<file path="config.mk">
export PLATFORM = sky130hd
export DESIGN_NAME = fx_regbank
export DESIGN_NICKNAME = d
export VERILOG_FILES = /design/src/rtl/fx_regbank.sv
export SDC_FILE = /design/constraint.sdc
export NUM_CORES = 1
export LEC_CHECK = 0
export CORE_ASPECT_RATIO = 0.9
export CORE_MARGIN = 2
export CORE_UTILIZATION = 45
export CTS_CLUSTER_SIZE = 20
export DETAILED_ROUTE_END_ITERATION = 10
export GPL_TIMING_DRIVEN = 0
export PLACE_DENSITY = 0.8
export SYNTH_ARGS = -nofsm -noshare
export SYNTH_HDL_FRONTEND = slang
export SYNTH_SLANG_ARGS = --single-unit
</file>
<file path="constraint.sdc">
create_clock -name clk_sys -period 1.6 [get_ports clk_sys]
set_input_delay 0.32 -clock clk_sys [delete_from_list [all_inputs] [get_ports clk_sys]]
set_output_delay 0.32 -clock clk_sys [all_outputs]
set_load 0.05 [all_outputs]
</file>
<file path="src/rtl/fx_regbank.sv">
// fx-bus register bank: double-buffered config, status, command pulses and sticky events with irq.
// Selected when fx address bits [21:16] match dev_id; offsets live in address bits [15:0].
module fx_regbank #(
    parameter int unsigned         N_CFG   = 4,
    parameter int unsigned         N_STU   = 2,
    parameter int unsigned         N_CMD   = 1,
    parameter int unsigned         N_EVT   = 4,
    parameter logic [8*N_CFG-1:0]  CFG_RST = '0,
    parameter logic [7:0]          VERSION = 8'h01
) (
    input  logic                 clk_sys,
    input  logic                 rst_n,
    input  logic [5:0]           dev_id,
    input  logic                 fx_wr,
    input  logic [21:0]          fx_waddr,
    input  logic [7:0]           fx_data,
    input  logic                 fx_rd,
    input  logic [21:0]          fx_raddr,
    output logic [7:0]           fx_q,
    input  logic [8*N_STU-1:0]   stu_in,
    input  logic [N_EVT-1:0]     evt_in,
    input  logic                 upd_strobe,
    output logic [8*N_CFG-1:0]   cfg_out,
    output logic [8*N_CMD-1:0]   cmd_out,
    output logic                 irq
);

    localparam int unsigned CFG_W = 8 * N_CFG;
    localparam int unsigned CMD_W = 8 * N_CMD;

    localparam logic [15:0] OFF_ID   = 16'h0000;
    localparam logic [15:0] OFF_VER  = 16'h0001;
    localparam logic [15:0] OFF_EVT  = 16'h0008;
    localparam logic [15:0] OFF_MASK = 16'h0009;
    localparam logic [15:0] OFF_CTRL = 16'h000F;
    localparam logic [15:0] OFF_STU  = 16'h0010;
    localparam logic [15:0] OFF_CFG  = 16'h0020;
    localparam logic [15:0] OFF_CMD  = 16'h0030;
    localparam logic [15:0] OFF_ACT  = 16'h0040;
    localparam logic [7:0]  RD_MISS  = 8'h55;

    logic [CFG_W-1:0]  cfg_shadow;
    logic [CFG_W-1:0]  cfg_active;
    logic              auto_commit;
    logic [N_EVT-1:0]  evt_flag;
    logic [N_EVT-1:0]  evt_mask;

    logic              wsel_c;
    logic              rsel_c;
    logic [15:0]       woff_c;
    logic [15:0]       roff_c;
    logic [N_CFG-1:0]  wr_cfg_c;
    logic              wr_ctrl_c;
    logic              commit_c;
    logic [N_EVT-1:0]  w1c_c;
    logic [CMD_W-1:0]  cmd_c;
    logic [7:0]        rdata_c;

    assign wsel_c = fx_wr & (fx_waddr[21:16] == dev_id);
    assign rsel_c = fx_rd & (fx_raddr[21:16] == dev_id);
    assign woff_c = fx_waddr[15:0];
    assign roff_c = fx_raddr[15:0];

    assign wr_ctrl_c = wsel_c && (woff_c == OFF_CTRL);
    // Explicit commit bypasses auto_commit; the external strobe only counts in manual mode.
    assign commit_c  = (upd_strobe & ~auto_commit) | (wr_ctrl_c & fx_data[1]);
    assign w1c_c     = (wsel_c && (woff_c == OFF_EVT)) ? fx_data[N_EVT-1:0] : '0;

    // Write decode for indexed regions and next command pulse value.
    always_comb begin
        wr_cfg_c = '0;
        cmd_c    = '0;
        for (int i = 0; i < int'(N_CFG); i++) begin
            wr_cfg_c[i] = wsel_c && (woff_c == 16'(OFF_CFG + 16'(i)));
        end
        for (int i = 0; i < int'(N_CMD); i++) begin
            if (wsel_c && (woff_c == 16'(OFF_CMD + 16'(i)))) begin
                cmd_c[8*i +: 8] = fx_data;
            end
        end
    end

    // Read mux; unmapped offsets and out-of-range indices return the miss pattern.
    always_comb begin
        rdata_c = RD_MISS;
        case (roff_c)
            OFF_ID:   rdata_c = {2'b00, dev_id};
            OFF_VER:  rdata_c = VERSION;
            OFF_EVT:  rdata_c = 8'(evt_flag);
            OFF_MASK: rdata_c = 8'(evt_mask);
            OFF_CTRL: rdata_c = {7'b0, auto_commit};
            default:  rdata_c = RD_MISS;
        endcase
        for (int i = 0; i < int'(N_STU); i++) begin
            if (roff_c == 16'(OFF_STU + 16'(i))) rdata_c = stu_in[8*i +: 8];
        end
        for (int i = 0; i < int'(N_CFG); i++) begin
            if (roff_c == 16'(OFF_CFG + 16'(i))) rdata_c = cfg_shadow[8*i +: 8];
            if (roff_c == 16'(OFF_ACT + 16'(i))) rdata_c = cfg_active[8*i +: 8];
        end
    end

    // Shadow/active config; a commit takes the pre-write shadow, so it wins over auto update.
    always_ff @(posedge clk_sys or negedge rst_n) begin
        if (!rst_n) begin
            cfg_shadow <= CFG_RST;
            cfg_active <= CFG_RST;
        end else begin
            for (int i = 0; i < int'(N_CFG); i++) begin
                if (commit_c) begin
                    cfg_active[8*i +: 8] <= cfg_shadow[8*i +: 8];
                end else if (auto_commit && wr_cfg_c[i]) begin
                    cfg_active[8*i +: 8] <= fx_data;
                end
                if (wr_cfg_c[i]) begin
                    cfg_shadow[8*i +: 8] <= fx_data;
                end
            end
        end
    end

    // Control, event flags and mask.
    always_ff @(posedge clk_sys or negedge rst_n) begin
        if (!rst_n) begin
            auto_commit <= 1'b0;
            evt_flag    <= '0;
            evt_mask    <= '0;
        end else begin
            if (wr_ctrl_c) auto_commit <= fx_data[0];
            if (wsel_c && (woff_c == OFF_MASK)) evt_mask <= fx_data[N_EVT-1:0];
            evt_flag <= evt_in | (evt_flag & ~w1c_c);
        end
    end

    // Registered outputs: read data, command pulses, interrupt.
    always_ff @(posedge clk_sys or negedge rst_n) begin
        if (!rst_n) begin
            fx_q    <= 8'h00;
            cmd_out <= '0;
            irq     <= 1'b0;
        end else begin
            fx_q    <= rsel_c ? rdata_c : 8'h00;
            cmd_out <= cmd_c;
            irq     <= |(evt_flag & evt_mask);
        end
    end

    assign cfg_out = cfg_active;

endmodule
</file>
==> metrics.md, run 1 <==
| Metric | Value |
|---|---|
| Fin crit period | `2.29 ns` |
| DPL Wire Length | `13,800 um` |
| Clock-pin slew on the worst setup and hold paths | `0.07 ns` |
| Final worst slack | `-0.689 ns` |
| Clock buffer depth | `2` |
| Die width | `117 um` |
| Port bufs | `roughly 130` |
| CP Capture Type | `flip-flop` |
| P_sw | `roughly 1.4 mW` |
| Unrepaired setup endpoints after global routing | `true` |
| Number of I/O pins | `132` |
| Multi-input logic area | `~0.0035 sq mm` |
| Worst slew margin relative to its limit | `0.425` |
| Yosys warns | `0` |
| #FFs+latches synth | `90` |
| Failing checks | `negative setup slack` |
| Crit path kind | `in2reg` |
| Worst VDD drop | `roughly 0.66 mV` |
| Hold Path Class | `in2reg` |
| Remaining DRCs | `0` |
| Clk root buf | `clkbuf_16` |
| Xor/xnor cell area share of the yosys netlist | `0.0203` |
| WL/cell | `between 20 and 25 um` |
| Most frequent cells in the layout | `dfrtp_1 (90), buf_4 (56), nand2_1 (46)` |
| Skew final | `0.0101 ns` |
| Die Ht | `106 um` |
| Global-route wire length before repair | `33,000 um` |
| Antenna cell count | `0` |
| Tot Pwr | `5.49 mW` |
| P per Cell Area | `634 mW/mm^2` |
| Mapped Nets | `615` |
| Clock Power Share | `0.435` |
| Grt met1 use | `0.463` |
| Drt first pass iters | `8` |
| Cell Area, Placed | `0.00702 sq mm` |
| Adder-cell area share of the yosys netlist | `0` |
| Cell variety after synth | `60` |
| CTS Sinks | `90` |
| Cell area after synthesis | `0.00518 sq mm` |
| GRT overflow | `0` |
| Main combinational cell family by area after synthesis | `simple AND/OR/NAND/NOR gates` |
| Comb pwr share | `0.151` |
| Mean post-synth cell area | `9.74 sq um` |
| Actual slew at the worst max-slew pin | `0.862 ns` |
| Vias in the first global route | `5,960` |
| Final antenna-violating net count | `0` |
| Seq/Total Area, Yosys | `0.434` |
| Commonest non-fill, non-tap cell in the layout | `dfrtp_1` |
| Initial antenna violation count | `0` |
| CP required | `between 1.5 and 2 ns` |
| Slowest stage delay, CP | `0.62 ns` |
| CP top delay family | `simple AND/OR/NAND/NOR gates` |
| Top FF cell, synth | `dfrtp_1` |
| Fillers | `733` |
| Post-synthesis mux area share | `0.160` |
| Pins Over Slew Limit | `0` |
| Clock latency at the later pin of the worst-skew pair | `approximately 0.35 ns` |
| Post-synthesis instance total | `about 530` |
| Finished Core Util | `0.763` |
| GRT Util Overall | `0.356` |
| Die area | `0.0124 sq mm` |
| Max Fclk | `0.437 GHz` |
| Vias | `roughly 5,700` |
| Routability cong. | `0.931` |
| Hold Fails Final Rpt | `0` |
| Initial DRC Count | `642` |
| Max cap viols | `0` |
| Sequential group share of total power | `0.414` |
| Layout cells sized above 1 | `0.421` |
| Tcrit/Tclk final | `1.43` |
| Hold_ws | `0.449 ns` |
| CTS buffer count | `9` |
| Buf+Inv Stages, Crit Path | `1` |
| Top Usage Layer GRT | `met2` |
| Largest net degree at the start of global routing | `between 50 and 60` |
| FF/Latch Area | `0.00225 sq mm` |
| CTS tree | `yes` |
| Design area | `0.00866 sq mm` |
| Post-synth EDFFs | `0` |
| Critical Path AT | `2.53 ns` |
| Simple-gate area share of the yosys netlist | `0.202` |
| Nets | `a little over 800` |
| Static Leakage | `about 4.2 nW` |
| P_int | `slightly above 4 mW` |
| Grt met3 use | `0.0914` |
| Met2 Use GR | `0.559` |
| Final WL | `22,100 um` |
| CP startpoint kind | `primary input` |
| Row count | `37` |
| Max H-tree Level | `3` |
| # setup viols final | `82` |
| Synth-to-layout area growth | `67.0%` |
| Core area | `~0.011 sq mm` |
| Post-synth ARST share | `1.00` |
| CP Max Fanout | `8` |
| Vias per inst | `6.34` |
| Initial Utilization | `0.457` |
| Compound-gate portion of the synthesized area | `0.148` |
| Status | `complete, but fails checks` |
| CP cell instances | `buf_6 > or4_4 > or2_1 > or3_4 > or4b_4 > mux2_4` |
| CP max stage cell | `or4b_4` |
| Sw Ratio | `0.258` |
## cell usage after synthesis (6+ instances only)
library cell  number  area share
mux2i_1           35       0.068
xor2_1             8       0.014
o22ai_1            9       0.011
dfrtp_1           90        0.43
nor4_1            15       0.018
a22oi_1            7       0.010
and2_1            12       0.014
mux2_2            32       0.070
clkbuf_1          26       0.019
inv_1             11      0.0080
nor4b_1            6       0.010
nand4_1            8      0.0097
nand3_1            8      0.0077
mux2_4             8       0.023
nor2_1            29       0.021
nor3_1            12       0.012
o21ai_0           45       0.043
nand2_1           61       0.044
a21oi_1           12       0.012
## flip-flops by register name, summed over array words and instances (netlist names)
signal and count:
cfg_out 32, cfg_shadow 32, cmd_out 8, fx_q 8, evt_flag 4, evt_mask 4, auto_commit 1, irq 1
## area by class of cell
class / instances / share of cell area
inverters: 11 / 0.00506
plain buffers: 28 / 0.0473
repair buffers: 206 / 0.221
clock inverters: 6 / 0.0113
multi-input cells: 397 / 0.406
well taps: 156 / 0.0225
clock buffers: 10 / 0.0264
flip-flops and latches: 90 / 0.260
## through the flow
step                setup slack [ns]  TNS, ns  instances
floorplan                     -0.885   -34.68        532
CTS                           -0.697   -28.66        889
global placement               -3.02  -362.32        813
finish                        -0.689   -39.58        904
detailed placement             -1.45   -94.28        814
global route                  -0.743   -42.72        904
## power by group through the flow
| stage | Clock, mW | Combinational (mW) | Sequential (mW) |
|---|---|---|---|
| finish | 2.39 | 0.830 | 2.27 |
| global route | 2.46 | 0.864 | 2.27 |
| CTS | 2.38 | 0.759 | 2.28 |
| detailed placement | 0 | 0.607 | 2.32 |
| global placement | 0 | 0.589 | 2.32 |
| floorplan | 0 | 0.238 | 2.32 |
## logic make-up (layout without fill, tap and decap cells)
group,after synthesis,after routing
muxes,75,75
and+or+nand+nor,193,193
DFF,90,90
AOI/OAI and AO/OA,117,117
xor gates and xnor gates,12,12
buffers and inverters,45,261
## final timing paths
check | from | to | slack [ns] | cells after the start
worst min register to register | evt_flag[2]$_DFF_PN0_ | evt_flag[2]$_DFF_PN0_ | 0.51 | 1
max in group asynchronous | rst_n | cfg_out[2]$_DFFE_PN0P_ | 0.46 | 3
worst max-delay path | fx_waddr[8] | cfg_shadow[21]$_DFFE_PN0P_ | -0.69 | 6
worst max register to register | cfg_shadow[13]$_DFFE_PN0P_ | fx_q[5]$_DFF_PN0_ | -0.31 | 6
worst min-delay path | fx_data[7] | cmd_out[7]$_DFF_PN0_ | 0.45 | 2
min in group asynchronous | rst_n | cfg_out[28]$_DFFE_PN0P_ | 0.49 | 2
## what timing repair did
action | in CTS | in global routing
endpoints found under the setup margin | 138 | 104
endpoints found under the hold margin | 38 | 0
setup buffers | 55 | 18
gates resized for setup | 331 | 70
cloned | 7 | 1
hold buffers | 1 | 0
pin swaps | 60 | 41
## layer usage
| layer | share of wire | wire length, um |
|---|---|---|
| met5 | 0 | 0 |
| met4 | 0.042 | 930 |
| met3 | 0.11 | 2450 |
| met2 | 0.46 | 10200 |
| met1 | 0.38 | 8460 |
(Power assumes the default switching activity.)
==> run 2, diff against run 1 <==
- MAX_ROUTING_LAYER: default -> met4
==> run 2 against run 1 <==
  * The flow still finishes with violations (negative setup slack)
  * Routed wire length is 1.5% higher
  * Maximum frequency down 0.27%
  * Sequential share of layout area about the same
  * Sequential power barely moved
  * Via count grew 0.44%
  * Utilization shrank 0.13 points
  * Final cell count is 0.22% lower
  * Critical endpoint unchanged
  * Largest cell class unchanged
==> metrics.md, run 2 (synthesis results as in run 1) <==
| Metric | Value |
|---|---|
| Status | `complete, but fails checks` |
| Failing checks | `negative setup slack` |
| Routability cong. | `0.943` |
| Critical Path AT | `around 2.5 ns` |
| Nets | `824` |
| Vias per inst | `6.38` |
| # setup viols final | `90` |
| Sequential group share of total power | `0.432` |
| Max H-tree Level | `3` |
| CP startpoint kind | `primary input` |
| CTS Sinks | `90` |
| Fin crit period | `2.29 ns` |
| Clock Power Share | `0.410` |
| Synth-to-layout area growth | `66.7%` |
| WL/cell | `24.8 um` |
| Drt first pass iters | `8` |
| Vias | `5,755` |
| Port bufs | `125` |
| Hold_ws | `a little over 0.4 ns` |
| Crit path kind | `in2reg` |
| Global-route wire length before repair | `31,400 um` |
| Skew final | `0.00771 ns` |
| Hold Path Class | `in2async` |
| Final worst slack | `-0.695 ns` |
| CP max stage cell | `or4_4` |
| Core area | `around 0.011 sq mm` |
| FF/Latch Area | `approximately 0.0023 sq mm` |
| Final antenna-violating net count | `0` |
| Initial Utilization | `0.457` |
| CP required | `approximately 1.8 ns` |
| Multi-input logic area | `0.00362 sq mm` |
| Buf+Inv Stages, Crit Path | `2` |
| CP cell instances | `buf_6 > or4_4 > or2_4 > or3_4 > or4b_4 > buf_12 > mux2_4` |
| Slowest stage delay, CP | `0.54 ns` |
| Tot Pwr | `about 5.3 mW` |
| Layout cells sized above 1 | `0.422` |
| Static Leakage | `4.28 nW` |
| CP Capture Type | `flip-flop` |
| Initial DRC Count | `768` |
| Initial antenna violation count | `0` |
| Clock buffer depth | `2` |
| Actual slew at the worst max-slew pin | `0.853 ns` |
| P_int | `3.80 mW` |
| Worst VDD drop | `0.586 mV` |
| Hold Fails Final Rpt | `0` |
| Max cap viols | `0` |
| Largest net degree at the start of global routing | `68` |
| Antenna cell count | `0` |
| DPL Wire Length | `13,900 um` |
| Vias in the first global route | `5,623` |
| Worst slew margin relative to its limit | `0.432` |
| CTS buffer count | `9` |
| Most frequent cells in the layout | `dfrtp_1 (90), buf_4 (65), nand2_1 (49)` |
| Fillers | `~750` |
| Die width | `117 um` |
| Number of I/O pins | `~130` |
| Final WL | `22,400 um` |
| GRT Util Overall | `0.347` |
| Tcrit/Tclk final | `1.43` |
| CTS tree | `yes` |
| Commonest non-fill, non-tap cell in the layout | `dfrtp_1` |
| Unrepaired setup endpoints after global routing | `true` |
| Die area | `0.0124 sq mm` |
| GRT overflow | `0` |
| Clock latency at the later pin of the worst-skew pair | `0.35 ns` |
| P_sw | `1.46 mW` |
| Clk root buf | `clkbuf_16` |
| Sw Ratio | `0.277` |
| Pins Over Slew Limit | `0` |
| CP top delay family | `simple AND/OR/NAND/NOR gates` |
| Remaining DRCs | `0` |
| Row count | `37` |
| Clock-pin slew on the worst setup and hold paths | `0.07 ns` |
| CP Max Fanout | `8` |
| P per Cell Area | `608 mW/mm^2` |
| Die Ht | `106 um` |
| Comb pwr share | `0.158` |
| Max Fclk | `roughly 0.44 GHz` |
==> run 2: routing by layer <==
layer,part of all wire,track usage,wire (um)
met3,0.10,0.0661,2280
met2,0.47,0.533,10500
met4,0.042,0.118,939
met1,0.39,0.462,8640
met5,0,-,0
==> run 2: area by class of cell <==
cell class	count	area share
sequential	90	0.261
clock inverter	6	0.00623
multi-input combinational	397	0.419
clock buffer	10	0.0277
buffer	30	0.0498
inverter	11	0.00478
tap	156	0.0226
timing repair buffer	202	0.210
==> run 2: final timing paths <==
check / from / to / slack (ns) / cells past startpoint
max: fx_waddr[8] / cfg_shadow[21]$_DFFE_PN0P_ / -0.69 / 7
min: rst_n / cmd_out[6]$_DFF_PN0_ / 0.41 / 2
max reg2reg: cfg_shadow[13]$_DFFE_PN0P_ / fx_q[5]$_DFF_PN0_ / -0.34 / 6
min reg2reg: evt_flag[1]$_DFF_PN0_ / evt_flag[1]$_DFF_PN0_ / 0.51 / 1
max in group asynchronous: rst_n / cfg_shadow[2]$_DFFE_PN0P_ / 0.56 / 3
min in group clk_sys: fx_data[5] / cmd_out[5]$_DFF_PN0_ / 0.44 / 2
==> run 2: what timing repair did <==
| item | 4_1_cts | 5_1_grt |
|---|---|---|
| resized for setup | 299 | 115 |
| pin swaps | 49 | 45 |
| cloned | 2 | 2 |
| hold endpoints to repair | 23 | 0 |
| endpoints found under the setup margin | 138 | 111 |
| hold buffers | 1 | 0 |
| buffers inserted | 43 | 29 |
==> run 2: power by group through the flow <==
stage / Combinational [mW] / Clock, mW / Sequential (mW)
4_1_cts: 0.693 / 2.15 / 2.27
2_1_floorplan: 0.238 / 0 / 2.32
6_report: 0.829 / 2.15 / 2.27
3_3_place_gp: 0.590 / 0 / 2.32
3_5_place_dp: 0.607 / 0 / 2.32
5_1_grt: 0.864 / 2.23 / 2.27
==> run 2: per-stage QoR <==
step	instances	TNS, ns	worst slack (ns)	util	instance area, sq um
after CTS	872	-33.84	-0.715	0.715	8120
after global routing	902	-39.24	-0.708	0.762	8640
final	902	-36.27	-0.695	0.762	8640
after global placement	813	-367.15	-3.07	0.617	6990
after detailed placement	814	-95.56	-1.49	0.619	7020
after floorplan	532	-34.68	-0.885	-	5550
